## config.mk

```make
export PLATFORM = sky130hd
export DESIGN_NAME = stopwatch_flat
export DESIGN_NICKNAME = d
export VERILOG_FILES = /design/src/rtl/stopwatch_pkg.sv /design/src/rtl/stopwatch_if.sv /design/src/rtl/stopwatch_prescaler.sv /design/src/rtl/stopwatch.sv /design/src/flat_wrapper.sv
export SDC_FILE = /design/constraint.sdc
export NUM_CORES = 1
export LEC_CHECK = 0
export BUFFER_PORTS_ARGS = -buffer_cell sky130_fd_sc_hd__buf_2
export CAP_MARGIN = 0
export CORE_UTILIZATION = 25
export CTS_CLUSTER_DIAMETER = 50
export DETAILED_ROUTE_END_ITERATION = 10
export GPL_TIMING_DRIVEN = 0
export PLACE_DENSITY = 0.46
export SYNTH_ARGS = -nofsm -noshare
export SYNTH_HDL_FRONTEND = slang
export SYNTH_SLANG_ARGS = --single-unit
```

## constraint.sdc

```tcl
create_clock -name clk -period 2.4 [get_ports clk]
set_input_delay 0.36 -clock clk [delete_from_list [all_inputs] [get_ports clk]]
set_output_delay 0.36 -clock clk [all_outputs]
set_load 0.1 [all_outputs]
```

## src/rtl/stopwatch_pkg.sv

```systemverilog
`default_nettype none
// ============================================================================
// Module      : stopwatch_pkg
// Description : Shared state encoding, field widths and limits for the
//               mm:ss stopwatch.
// Revision    : 1.0 - initial release
// ============================================================================
package stopwatch_pkg;

    localparam int MIN_W = 7;
    localparam int SEC_W = 6;

    localparam logic [SEC_W-1:0] SEC_MAX = 6'd59;

    typedef enum logic [1:0] {
        ST_IDLE    = 2'd0,
        ST_RUNNING = 2'd1,
        ST_PAUSED  = 2'd2
    } state_t;

endpackage : stopwatch_pkg
`default_nettype wire

```

## src/rtl/stopwatch_if.sv

```systemverilog
`default_nettype none
// ============================================================================
// Module      : stopwatch_if
// Description : Control inputs and mm:ss/state outputs of the stopwatch.
// Revision    : 1.0 - initial release
// ============================================================================
interface stopwatch_if;
    import stopwatch_pkg::*;

    logic             start;
    logic             stop;
    logic             reset;
    logic [MIN_W-1:0] minutes;
    logic [SEC_W-1:0] seconds;
    logic [1:0]       current_state;

    modport master (
        output start, stop, reset,
        input  minutes, seconds, current_state
    );

    modport slave (
        input  start, stop, reset,
        output minutes, seconds, current_state
    );

endinterface : stopwatch_if
`default_nettype wire

```

## src/rtl/stopwatch_prescaler.sv

```systemverilog
`default_nettype none
// ============================================================================
// Module      : stopwatch_prescaler
// Description : Divides enabled clock edges by TICKS_PER_SEC and flags the
//               last edge of each period as a one-cycle tick.
// Revision    : 1.0 - initial release
// ============================================================================
module stopwatch_prescaler #(
    parameter int TICKS_PER_SEC = 1
) (
    input  logic clk,
    input  logic rst,
    input  logic clr,
    input  logic en,
    output logic tick
);

    // A one-bit counter is kept even when TICKS_PER_SEC is 1 so the
    // compare stays legal; it simply never leaves zero in that case.
    localparam int CNT_W = (TICKS_PER_SEC > 1) ? $clog2(TICKS_PER_SEC) : 1;
    localparam logic [CNT_W-1:0] c_last = CNT_W'(TICKS_PER_SEC - 1);

    logic [CNT_W-1:0] r_cnt;
    logic             w_last;

    assign w_last = (r_cnt == c_last);
    assign tick   = en && w_last;

    always_ff @(posedge clk) begin
        if (rst || clr) begin
            r_cnt <= '0;
        end else if (en) begin
            r_cnt <= w_last ? '0 : r_cnt + 1'b1;
        end
    end

endmodule : stopwatch_prescaler
`default_nettype wire

```

## src/rtl/stopwatch.sv

```systemverilog
`default_nettype none
// ============================================================================
// Module      : stopwatch
// Description : mm:ss stopwatch with IDLE/RUNNING/PAUSED control FSM.
//               Define STOPWATCH_WRAP_EN to roll MAX_MIN:59 over to 00:00;
//               otherwise the count saturates there and pauses.
// Revision    : 1.0 - initial release
// ============================================================================
module stopwatch
    import stopwatch_pkg::*;
#(
    parameter int TICKS_PER_SEC = 1,
    parameter int MAX_MIN       = 99
) (
    input  logic        clk,
    input  logic        rst,
    stopwatch_if.slave  bus
);

    localparam logic [MIN_W-1:0] c_max_min = MIN_W'(MAX_MIN);

    state_t           r_state;
    state_t           w_state_nxt;
    logic [MIN_W-1:0] r_min;
    logic [MIN_W-1:0] w_min_nxt;
    logic [SEC_W-1:0] r_sec;
    logic [SEC_W-1:0] w_sec_nxt;
    logic             w_en;
    logic             w_tick;

    // The edge that samples stop or reset must not advance the prescaler.
    assign w_en = (r_state == ST_RUNNING) && !bus.stop && !bus.reset;

    stopwatch_prescaler #(
        .TICKS_PER_SEC (TICKS_PER_SEC)
    ) u_prescaler (
        .clk  (clk),
        .rst  (rst),
        .clr  (bus.reset),
        .en   (w_en),
        .tick (w_tick)
    );

    always_ff @(posedge clk) begin
        if (rst) begin
            r_state <= ST_IDLE;
            r_min   <= '0;
            r_sec   <= '0;
        end else begin
            r_state <= w_state_nxt;
            r_min   <= w_min_nxt;
            r_sec   <= w_sec_nxt;
        end
    end

    always_comb begin
        w_state_nxt = r_state;
        w_min_nxt   = r_min;
        w_sec_nxt   = r_sec;
        if (bus.reset) begin
            w_state_nxt = ST_IDLE;
            w_min_nxt   = '0;
            w_sec_nxt   = '0;
        end else if (bus.stop) begin
            // From IDLE, stop only matters when start is also requested.
            if (r_state != ST_IDLE || bus.start) begin
                w_state_nxt = ST_PAUSED;
            end
        end else begin
            if (bus.start && r_state != ST_RUNNING) begin
                w_state_nxt = ST_RUNNING;
            end
            if (w_tick) begin
                if (r_sec != SEC_MAX) begin
                    w_sec_nxt = r_sec + 1'b1;
                end else if (r_min != c_max_min) begin
                    w_sec_nxt = '0;
                    w_min_nxt = r_min + 1'b1;
                end else begin
`ifdef STOPWATCH_WRAP_EN
                    w_sec_nxt = '0;
                    w_min_nxt = '0;
`else
                    w_state_nxt = ST_PAUSED;
`endif
                end
            end
        end
    end

    assign bus.minutes       = r_min;
    assign bus.seconds       = r_sec;
    assign bus.current_state = r_state;

endmodule : stopwatch
`default_nettype wire

```

## src/flat_wrapper.sv

```systemverilog
// flat-port wrapper written by rule: the top's interface ports become plain ports
module stopwatch_flat import stopwatch_pkg::*;
#(
    parameter int TICKS_PER_SEC = 1,
    parameter int MAX_MIN       = 99
)
  (clk, rst, bus_start, bus_stop, bus_reset, bus_minutes, bus_seconds, bus_current_state);
  stopwatch_if bus_i ();
  input  logic clk;
  input  logic rst;
  input wire logic [$bits(bus_i.start)-1:0] bus_start;
  input wire logic [$bits(bus_i.stop)-1:0] bus_stop;
  input wire logic [$bits(bus_i.reset)-1:0] bus_reset;
  output wire logic [$bits(bus_i.minutes)-1:0] bus_minutes;
  output wire logic [$bits(bus_i.seconds)-1:0] bus_seconds;
  output wire logic [$bits(bus_i.current_state)-1:0] bus_current_state;
  assign bus_i.start = bus_start;
  assign bus_i.stop = bus_stop;
  assign bus_i.reset = bus_reset;
  assign bus_minutes = bus_i.minutes;
  assign bus_seconds = bus_i.seconds;
  assign bus_current_state = bus_i.current_state;
  stopwatch #(.TICKS_PER_SEC(TICKS_PER_SEC), .MAX_MIN(MAX_MIN)) u_core (.clk(clk), .rst(rst), .bus(bus_i));
endmodule
```

==> results of run 1 <==
[registers in the layout, summed over array words and instances (netlist names)]
name	cells
u_core.bus.current_state	2
u_core.bus.minutes	7
u_core.bus.seconds	6
[through the flow]
| step | hold slack (ns) | cell area [sq um] | total power [W] |
|---|---|---|---|
| 2_1_floorplan | 0.4230 | 754.5 | 0.0002712 |
| 3_3_place_gp | 0.4755 | 888.4 | 0.0002796 |
| 3_5_place_dp | 0.4917 | 888.4 | 0.0002800 |
| 4_1_cts | 0.2581 | 915.9 | 0.0004302 |
| 5_1_grt | 0.2754 | 922.1 | 0.0004455 |
| 6_report | 0.2683 | 922.1 | 0.0004234 |
[critical path: cells and delay by family, from the launching register on]
kind | cells | cell delay [ns]
DFF | 1 | 0.35
AOI/OAI and AO/OA | 1 | 0.14
buffers and inverters | 2 | 0.35
and+or+nand+nor | 3 | 1.36
[cell usage after synthesis, drive strengths merged]
library cell  count
or4b              1
o22ai             1
buf               2
a41o              1
o21ai             7
nor4b             1
nand2             9
or2               1
inv               2
nand2b            3
nor2              4
nand3             6
clkbuf            1
o31ai             2
o311a             1
or3               3
nor4              3
nor3              3
a21oi             9
or4               5
dfxtp            15
a31oi             2
xnor2             2
o21bai            1
ha                2
nand4b            1
a211oi            1
o32ai             1
[worst paths after layout]
| path | startpoint | to | slack, ns | cells after the start |
|---|---|---|---|---|
| min | bus_stop | u_core.bus.current_state[0] | 0.27 | 2 |
| max | u_core.bus.current_state[1] | u_core.bus.minutes[5] | 0.14 | 6 |
| min reg2reg | u_core.bus.seconds[0] | u_core.bus.seconds[0] | 0.50 | 2 |
| max reg2reg | u_core.bus.current_state[1] | u_core.bus.minutes[5] | 0.14 | 6 |
[power groups by stage]
stage | Combinational, W | Sequential, W | Clock (W)
finish | 0.0000234 | 0.000250 | 0.000150
global route | 0.0000257 | 0.000251 | 0.000169
CTS | 0.0000240 | 0.000250 | 0.000156
global placement | 0.0000237 | 0.000256 | 0
detailed placement | 0.0000240 | 0.000256 | 0
floorplan | 0.00000699 | 0.000264 | 0
[kinds of logic after synthesis]
kind of cell / after synthesis / share of synthesized area [%]
compound gates: 26 / 21.21
xor+xnor: 2 / 2.357
fa+ha+maj: 2 / 3.366
buf+inv: 5 / 2.862
flops: 15 / 40.40
simple gates: 40 / 29.80
[routing by layer]
metal / part of all wire [%] / global-route usage, % / up-vias
met5: 0 / 0 / -
met4: 0.92 / 4.181 / 0
met3: 4.7 / 4.378 / 2
met2: 46 / 18.99 / 18
met1: 49 / 15.91 / 359
li1: - / - / 390
[layout make-up]
| cell class | count | area, sq um | share of cell area (%) |
|---|---|---|---|
| buffer | 3 | 13.76 | 1.493 |
| clock buffer | 3 | 22.52 | 2.442 |
| clock inverter | 1 | 5.005 | 0.5427 |
| inverter | 2 | 7.507 | 0.8141 |
| multi-input combinational | 70 | 427.9 | 46.40 |
| sequential | 15 | 311.5 | 33.79 |
| tap | 31 | 38.79 | 4.206 |
| timing repair buffer | 19 | 95.09 | 10.31 |
==> flow_summary.toml, run 1 <==
[sta]
finalHoldViolCount = 0
fmax_ghz = 0.4426
tightest_slew_ns = 0.6150
period_needed_ns = 2.259
grt_setup_unrepaired = "no"
setup_violations = 0
fin_crit_sh_pct = 94.14
max-slew-margin-rel_pct = 58.66
slew_violations = 0
fin_skew_ns = 0.01160
setup-tns-final_ns = 0
setup_slack_ns = 0.1407

[global_routing]
overflow = 0
grt_first_pass_wirelength_um = 3091
antenna_found_initial = 0
grt_max_degree = 11
grt_pass1_vias = 698
gr-usage-all-layers_pct = 12.33

[worst_setup_path]
crit_fanout = 9
slowest_stage = "or4_1"
cp.required_ns = 2.63
arrival_ns = 2.49
critPathLaunchType = "flip-flop"
crit_type = "flip-flop to flip-flop"
end_kind = "flip-flop"
critPathMaxStageDelay_ns = 0.51
cp_cell_sequence = "or4b_1, buf_2, or3_1, buf_2, or4_1, a21oi_1"
critPathMostFrequentCell = "buf_2"

[logic_synthesis]
yosysUniqueCellTypes = 28
synth_warnings = 0
syn_nets = 97
synthCells = 90
yosysSeqAreaShare_pct = 40.40
synth_top_area_share_pct = 40.40
synth.cell_area_sq_um = 743.2
ys_ff_latch = 15
synthTopCellsByArea = "dfxtp_1 40%, a21oi_1 6.1%, or4_1 5.1%"
avgSynthCellArea_sq_um = 8.258
yosysTopAreaCell = "dfxtp_1"

[power]
p_clk_share_pct = 35.4
seq_power_share_pct = 59.1
swShare_pct = 25.12
ir_worst_vdd_v = 0.0003488
pwr-share-comb_pct = 5.5
p_int_w = 0.0003170
power_per_cell_area_nw_per_um2 = 459.2
switchingPower_w = 0.0001064
p_leak_nw = 0.3280

[finish]
area_delta_synth_final_pct = 24.07
drive_gt1_share_pct = 30.09
fin_util_pct = 33.15
n_antenna_cell = 0
layout.cells.most_common = "buf_2"
final_cell_mix = "21 x buf_2, 9 x nand2_1, 9 x a21oi_1, 8 x dfxtp_1, 7 x o21ai_0"
instances_no_fill = 144
fillers = 317
final_nets = 121

[die]
chipHeight_um = 56.53
num_rows = 19
start_util_pct = 26.72
core_sq_um = 2781
dieArea_sq_um = 3195
design.portCount = 20
die_w_um = 56.53

[detailed_routing]
drt-total-wl_um = 1841
vias = 769
drt-pass1-iter-count = 4
dr.first_iter.drc_count = 24
post_drt_via_cell_ratio = 5.340
wire_per_inst_um = 12.78
ant_nets = 0
drc_errors = 0

[clocking]
root_buffer = "clkbuf_4"
cts.sinks = 15
cts_hold_buffers = 0
clock_latency_ns = 0.29
tritoncts = "yes"
cts_resized = 0
clk_pin_slew_ns = 0.10
clk_path_buf_depth = 2
numCtsBuffers = 3
post_cts_buffers = 0
htree_levels = 1

[run]
maxCapViolations = 0

[min_path]
holdCritPathClass = "input pin to flip-flop"

[placement]
dp_hpwl_um = 1341
gp_congestion = 0.7449
pre_cts_ws_ns = 0.01588
numPortBuffers = 19
placed_cells = 140

[run_status]
status = "completed"
Power figures use the tool's default switching activity.
==> run 2, diff against run 1 <==
==> constraint.sdc (replaced) <==
create_clock -name clk -period 2.4 [get_ports clk]
set_input_delay 0.72 -clock clk [delete_from_list [all_inputs] [get_ports clk]]
set_output_delay 0.72 -clock clk [all_outputs]
set_load 0.1 [all_outputs]
==> flow_summary.toml, run 2 (synthesis gave the netlist of run 1 again) <==
[placement]
dp_hpwl_um = 1380
numPortBuffers = 19
placed_cell_area_sq_um = 898.4
gp_congestion = 0.7402

[worst_setup_path]
end_kind = "flip-flop"
reg2reg_from = "u_core.bus.current_state[1]"
crit_fanout = 9
reg2reg_slack_ns = 0.25
critPathLaunchType = "input pin"
arrival_ns = 2.56
reg2reg_depth = 5
cp.required_ns = 2.62
r2r_end = "u_core.bus.minutes[5]"
crit_type = "input pin to flip-flop"

[sta]
slew_violations = 0
max-slew-margin-rel_pct = 54.57
fin_skew_ns = 0.001218
fmax_ghz = 0.4261
setup_violations = 0
grt_setup_unrepaired = "no"
fin_crit_sh_pct = 97.78
period_needed_ns = 2.347
finalHoldViolCount = 0
tightest_slew_ns = 0.6759

[clocking]
htree_levels = 1
root_buffer = "clkbuf_4"
post_cts_buffers = 0
clk_path_buf_depth = 2
clk_pin_slew_ns = 0.09
clock_latency_ns = 0.28
numCtsBuffers = 3
tritoncts = "yes"
cts.sinks = 15

[detailed_routing]
wire_per_inst_um = 13.14
drc_errors = 0
drt-pass1-iter-count = 4
vias = 761
post_drt_via_cell_ratio = 5.322
drt-total-wl_um = 1879
ant_nets = 0
dr.first_iter.drc_count = 22

[finish]
largest_reg_flops = 7
final_nets = 120
n_antenna_cell = 0
drive_gt1_share_pct = 28.57
design_area_sq_um = 927.1
multi_input_area_sq_um = 439.2
final_cell_mix = "19 x buf_2, 11 x dfxtp_1, 9 x nand2_1, 8 x a21oi_1, 7 x o21ai_0"
fillers = 311
seqCellArea_sq_um = 305.3
layout.cells.most_common = "buf_2"
area_delta_synth_final_pct = 24.75

[global_routing]
grt_max_degree = 11
antenna_found_initial = 0
grt_first_pass_wirelength_um = 3105
gr-usage-all-layers_pct = 12.38
grt_pass1_vias = 699
overflow = 0

[die]
die_w_um = 56.53
core_sq_um = 2781
chipHeight_um = 56.53
start_util_pct = 26.72
num_rows = 19
dieArea_sq_um = 3195
design.portCount = 20

[power]
ir_worst_vdd_v = 0.0003333
p_leak_nw = 0.3284
p_total_w = 0.0004184
power_per_cell_area_nw_per_um2 = 451.3

[min_path]
holdCritPathClass = "flip-flop to flip-flop"
hold_path_depth = 2
hp-start = "u_core.bus.seconds[1]"
min_to = "u_core.bus.seconds[1]"

[run]
maxCapViolations = 0

[run_status]
status = "completed"
-- run 2: where the power goes --
group	leakage, nW	internal (W)	switching, W	total [W]
combinational	0.191	0.00000603	0.0000178	0.0000238
sequential	0.123	0.000250	0.00000106	0.000251
clock	0.0150	0.0000645	0.0000791	0.000144
total	0.328	0.000320	0.0000979	0.000418
-- run 2: routing by layer --
layer / share of wire [%] / global-route usage (%)
met1: 45 / 15.06
met4: 0.85 / 2.439
met2: 49 / 21.18
met3: 4.6 / 4.147
met5: 0 / 0
-- run 2: worst max-delay path by stage --
stage                     startpoint                    end  slack (ns)  depth (start not counted)
after floorplan             bus_stop  u_core.bus.minutes[5]        -0.1                          6
after global placement      bus_stop  u_core.bus.minutes[5]       -0.26                          7
after detailed placement    bus_stop  u_core.bus.minutes[5]       -0.28                          7
after CTS                   bus_stop  u_core.bus.minutes[5]        0.02                          7
after global routing        bus_stop  u_core.bus.minutes[5]       0.003                          6
final                       bus_stop  u_core.bus.minutes[5]        0.05                          6
-- run 2: through the flow --
stage | instances | TNS (ns) | utilization (%) | hold WS [ns] | setup WS, ns
after floorplan | 90 | -0.1536 | - | 0.6913 | -0.09644
after global placement | 140 | -0.7705 | 32.30 | 0.4747 | -0.2577
after detailed placement | 140 | -0.8643 | 32.30 | 0.4848 | -0.2838
after CTS | 144 | 0 | 33.24 | 0.4985 | 0.01871
after global routing | 143 | 0 | 33.33 | 0.5215 | 0.003131
final | 143 | 0 | 33.33 | 0.5002 | 0.05319
-- run 2: final cells by class --
type | instances | area share (%)
multi-input cells | 70 | 47.37
clock buffers | 4 | 2.834
well taps | 31 | 4.184
flip-flops and latches | 15 | 32.93
inverters | 2 | 0.8097
plain buffers | 2 | 1.619
repair buffers | 19 | 10.26
-- run 2: timing repair --
action,4_1_cts,5_1_grt
hold buffers,0,0
gates resized for setup,0,3
setup endpoints to repair,0,6
-- run 2: critical path, cell delays in order --
cell	delay, ns
buf_2	0.12
or4b_4	0.57
or3_1	0.40
buf_6	0.14
or4_4	0.47
a21oi_2	0.13
